<file path="src/rtl/result_tx.sv">
// result_tx: captures CPU result-bus writes into a small FIFO and sends each word LSB-first as an async serial frame.
// Define RESULT_TX_PARITY_EN to insert an even-parity bit between the data bits and the stop bit.
module result_tx #(
    parameter int n            = 8,
    parameter int CLKS_PER_BIT = 434,
    parameter int DEPTH        = 4
) (
    input  logic         clk,
    input  logic         reset,
    input  logic [n-1:0] data_in,
    input  logic         valid,
    output logic         tx,
    output logic         busy,
    output logic         full,
    output logic         overflow
);
    localparam int AW = (DEPTH > 1) ? $clog2(DEPTH) : 1;
    localparam int CW = AW + 1;
    localparam int BW = (n > 1) ? $clog2(n) : 1;
    localparam logic [CW-1:0] FULL_CNT  = CW'(DEPTH);
    localparam logic [15:0]   BAUD_LAST = 16'(CLKS_PER_BIT - 1);
    localparam logic [BW-1:0] BIT_LAST  = BW'(n - 1);

    typedef enum logic [2:0] {IDLE, START, DATA, PARITY, STOP} state_t;
    state_t state, state_next;

    logic [n-1:0]  mem [DEPTH];
    logic [AW-1:0] wr_ptr, rd_ptr;
    logic [CW-1:0] count;
    logic          push, pop;
    logic [15:0]   baud, baud_next;
    logic [BW-1:0] bit_idx, bit_next;
    logic [n-1:0]  shreg, sh_next;
    logic          tx_next;
`ifdef RESULT_TX_PARITY_EN
    logic          par, par_next;
`endif

    // A full FIFO rejects the capture even when the transmitter pops on the same edge.
    assign push     = valid && (count != FULL_CNT);
    assign full     = (count == FULL_CNT);
    assign busy     = (state != IDLE) || (count != '0);

    always_ff @(posedge clk) begin
        if (reset) begin
            wr_ptr   <= '0;
            rd_ptr   <= '0;
            count    <= '0;
            overflow <= 1'b0;
        end else begin
            if (push) begin
                mem[wr_ptr] <= data_in;
                wr_ptr      <= wr_ptr + 1'b1;
            end
            if (pop)
                rd_ptr <= rd_ptr + 1'b1;
            if (push && !pop)
                count <= count + 1'b1;
            else if (pop && !push)
                count <= count - 1'b1;
            if (valid && (count == FULL_CNT))
                overflow <= 1'b1;
        end
    end

    always_comb begin
        state_next = state;
        baud_next  = baud;
        bit_next   = bit_idx;
        sh_next    = shreg;
        pop        = 1'b0;
`ifdef RESULT_TX_PARITY_EN
        par_next   = par;
`endif
        case (state)
            IDLE: begin
                if (count != '0) begin
                    pop        = 1'b1;
                    state_next = START;
                    baud_next  = '0;
                end
            end
            START: begin
                if (baud == BAUD_LAST) begin
                    baud_next  = '0;
                    bit_next   = '0;
                    state_next = DATA;
                end else begin
                    baud_next = baud + 1'b1;
                end
            end
            DATA: begin
                if (baud == BAUD_LAST) begin
                    baud_next = '0;
                    sh_next   = shreg >> 1;
                    if (bit_idx == BIT_LAST) begin
`ifdef RESULT_TX_PARITY_EN
                        state_next = PARITY;
`else
                        state_next = STOP;
`endif
                    end else begin
                        bit_next = bit_idx + 1'b1;
                    end
                end else begin
                    baud_next = baud + 1'b1;
                end
            end
`ifdef RESULT_TX_PARITY_EN
            PARITY: begin
                if (baud == BAUD_LAST) begin
                    baud_next  = '0;
                    state_next = STOP;
                end else begin
                    baud_next = baud + 1'b1;
                end
            end
`endif
            STOP: begin
                // Chain straight into the next start bit so queued frames leave no idle gap.
                if (baud == BAUD_LAST) begin
                    baud_next = '0;
                    if (count != '0) begin
                        pop        = 1'b1;
                        state_next = START;
                    end else begin
                        state_next = IDLE;
                    end
                end else begin
                    baud_next = baud + 1'b1;
                end
            end
            default: state_next = IDLE;
        endcase

        if (pop) begin
            sh_next = mem[rd_ptr];
`ifdef RESULT_TX_PARITY_EN
            par_next = ^mem[rd_ptr];
`endif
        end

        // tx is registered, so it is driven from the state being entered.
        tx_next = 1'b1;
        if (state_next == START)
            tx_next = 1'b0;
        else if (state_next == DATA)
            tx_next = sh_next[0];
`ifdef RESULT_TX_PARITY_EN
        else if (state_next == PARITY)
            tx_next = par_next;
`endif
    end

    always_ff @(posedge clk) begin
        if (reset) begin
            state   <= IDLE;
            baud    <= '0;
            bit_idx <= '0;
            shreg   <= '0;
            tx      <= 1'b1;
`ifdef RESULT_TX_PARITY_EN
            par     <= 1'b0;
`endif
        end else begin
            state   <= state_next;
            baud    <= baud_next;
            bit_idx <= bit_next;
            shreg   <= sh_next;
            tx      <= tx_next;
`ifdef RESULT_TX_PARITY_EN
            par     <= par_next;
`endif
        end
    end
endmodule

</file>
<file path="config.mk">
export PLATFORM = sky130hd
export DESIGN_NAME = result_tx
export DESIGN_NICKNAME = d
export VERILOG_FILES = /design/src/rtl/result_tx.sv
export SDC_FILE = /design/constraint.sdc
export NUM_CORES = 1
export LEC_CHECK = 0
export ABC_CLOCK_PERIOD_IN_PS = 7100
export CAP_MARGIN = 20
export CORE_AREA = 2 2 85 120
export CTS_CLUSTER_DIAMETER = 100
export DETAILED_ROUTE_END_ITERATION = 10
export DIE_AREA = 0 0 87 122
export HOLD_SLACK_MARGIN = 0.02
export PLACE_DENSITY_LB_ADDON = 0.15
export SLEW_MARGIN = 40
export SYNTH_ARGS = -nofsm -noshare
export SYNTH_HDL_FRONTEND = slang
export SYNTH_SLANG_ARGS = --single-unit
</file>
<file path="constraint.sdc">
create_clock -name clk -period 7.1 [get_ports clk]
set_input_delay 0.71 -clock clk [delete_from_list [all_inputs] [get_ports clk]]
set_output_delay 0.71 -clock clk [all_outputs]
set_load 0.02 [all_outputs]
</file>
==> reports/metrics.yaml <==
hold_path:
  holdPathStages: 2
  hp-class: "flip-flop to flip-flop"
worst_setup_path:
  path_class: "flip-flop to flip-flop"
  cp_cell_sequence: "nor3_2 > nand2b_1 > a21oi_4 > inv_2 > ha_1 > inv_1 > fa_1 > xor2_1 > or3_1 > a21oi_1"
  slowest_delay_ns: 0.43
  worst-path-buf-inv: 2
  worst_ep_arrival_time_ns: 2.90
  r2r_cells: 10
  endpoint_kind: "flip-flop"
  cp.depth: 10
  crit_family: "simple AND/OR/NAND/NOR gates"
  slowest_stage: "nor3_2"
  cp-start-kind: "flip-flop"
  critPathMaxFanout: 15
  crit_required_ns: 7.37
cells_and_area:
  drive_above_1_share_pct: 13.4
  final_nets: 321
  diodes: 0
  area_growth_pct: 17.2
  final_cell_mix: "dfxtp_1 (41), edfxtp_1 (32), nor2_1 (31)"
  final_cells: 417
  mostFrequentLayoutCell: "dfxtp_1"
routing:
  drtIter0Drc: 84
  viasPerCell: 5.09
  drc: 0
  vias: 2121
  wl_per_cell_um: 14.8
  drtPass1Iterations: 4
  finalWirelength_um: 6160
  ant_nets: 0
clock_tree:
  clock_sinks: 73
  cts-hold-fix-buffers: 0
  postCtsSetupRepairBufs: 0
  cts_tree: "yes"
  clockBufferDepth: 2
  clk_pin_slew_worst_paths_ns: 0.06
  clk_latency_ns: 0.33
  clock-root-buffer: "clkbuf_16"
  cts_made_buffers: 9
  post_cts_resized: 0
  cts_max_level: 3
synth:
  synth_cell_types: 51
  synth_nets: 307
  ys_ff_latch: 73
  async_flop_share_pct: 0
  synth_edf_count: 32
  yosysSeqAreaShare_pct: 54.5
  post_synth_inst_count: 286
  synth_ff_type: "dfxtp_1"
  syn_area_mm2: 0.00327
  yosys_warnings: 0
  syn_area_per_cell_um2: 11.4
grt:
  grt_max_degree: 25
  grt_pass1_vias: 2086
  grt-ovfl-total: 0
  grtUsageTotal_pct: 13.0
  antenna_found_initial: 0
  grt_first_pass_wirelength_um: 10300
floorplan:
  coreArea_mm2: 0.00963
  num_rows: 43
  die-area_mm2: 0.0106
  fp.dieH_um: 122
  ios: 15
  die_w_um: 87
  start_util_pct: 33.9
timing:
  rsz0062_at_grt: "false"
  relSlewSlack_pct: 58.1
  max_freq_ghz: 0.380
  hold-worst-slack_ns: 0.469
  setup_viol: 0
  min_period_over_period_pct: 37.1
  tns_ns: 0
  worst_pin_slew_ns: 0.627
  period_needed_ns: 2.63
  slew_viol_final: 0
  setup_ws_ns: 4.47
  skew_ns: 0.00527
  hold_violations: 0
placement:
  port_buffers: 14
  dpl.hpwl_um: 4400
  dp_cells: 401
  place.gp.congestion: 0.743
  pre_cts_ws_ns: 4.40
power_and_ir_drop:
  pwr_density_cell_mw_per_mm2: 345
  leakage_nw: 1.35
  ir_drop_mv: 0.153
flow_run:
  drv_cap: 0
status:
  status: "complete, no violations"
## path summary, 6_finish.rpt
path,slack [ns],endpoint,startpoint
max,4.47,count[2]$_SDFFE_PP0P_,count[0]$_SDFFE_PP0P_
min,0.47,shreg[7]$_SDFFE_PP0P_,shreg[7]$_SDFFE_PP0P_
max reg2reg,4.47,count[2]$_SDFFE_PP0P_,count[0]$_SDFFE_PP0P_
min reg2reg,0.47,shreg[7]$_SDFFE_PP0P_,shreg[7]$_SDFFE_PP0P_
## stage by stage
| stage | utilization (%) | instance area (um2) | total power [mW] |
|---|---|---|---|
| after global routing | 39.8 | 3830 | 1.40 |
| after CTS | 39.8 | 3830 | 1.34 |
| final | 39.8 | 3830 | 1.32 |
| after floorplan | - | 3270 | 0.761 |
| after detailed placement | 36.4 | 3500 | 0.843 |
| after global placement | 36.3 | 3490 | 0.840 |
## cell families (layout without fill, tap and decap cells)
logic type / count (synthesis) / count (layout) / synth area share [%]
mux: 13 / 13 / 7.04
simple gates: 108 / 108 / 17.8
buf+inv: 21 / 40 / 3.18
fa+ha+maj: 11 / 11 / 4.40
compound gates: 44 / 44 / 8.81
flops: 73 / 73 / 54.5
xor+xnor: 16 / 16 / 4.29
## cell type report
class | instances | area, um2
Tap cell | 112 | 140
Clock inverter | 7 | 103
Multi-Input combinational cell | 192 | 1400
Timing Repair Buffer | 15 | 148
Fill cell | 920 | 5800
Sequential cell | 73 | 1780
Inverter | 9 | 33.8
Clock buffer | 9 | 225
## flip-flops by register name (all words and copies together) (netlist names), 2 cells and up, named ones only
signal   flops
wr_ptr       2
bit_idx      3
baud        16
state        3
count        3
mem         32
rd_ptr       2
shreg        8
## synth_stat cells (all sizes together) (2+ instances only)
master	instances	area [um2]
a22oi	2	15.0
mux4	8	180
or3	2	12.5
a311oi	2	17.5
a31oi	11	68.8
mux2i	5	50.1
nor3b	3	27.5
clkbuf	3	11.3
nor2	33	129
and4	2	20.0
a21oi	12	71.3
xnor2	5	43.8
inv	9	33.8
or4	2	15.0
dfxtp	41	821
buf	9	58.8
nand3	6	30.0
and2	9	56.3
nand4	7	56.3
nand2b	4	25.0
and4bb	2	28.8
o21ai	10	50.1
nor3	8	45.0
ha	9	113
edfxtp	32	961
xor2	11	96.3
nand2	28	108
## report_power, final
part           switching, mW  internal [mW]  leakage (nW)
clock network          0.184          0.312         0.162
registers             0.0484          0.493         0.625
logic                  0.159          0.127         0.560
total                  0.391          0.931          1.35
## tightest hold or removal path: stages (launching register included)
cell and delay (ns):
dfxtp_1 0.31, nand3_1 0.06, a21oi_1 0.06
## metal layers
| metal | up-vias | GRT usage (%) | routed length [um] |
|---|---|---|---|
| met1 | 1012 | 14.2 | 2610 |
| met3 | 16 | 3.52 | 158 |
| met5 | - | 0 | 0 |
| met4 | 0 | 7.52 | 171 |
| li1 | 1067 | - | - |
| met2 | 26 | 22.1 | 3220 |
Power figures use the tool's default switching activity.
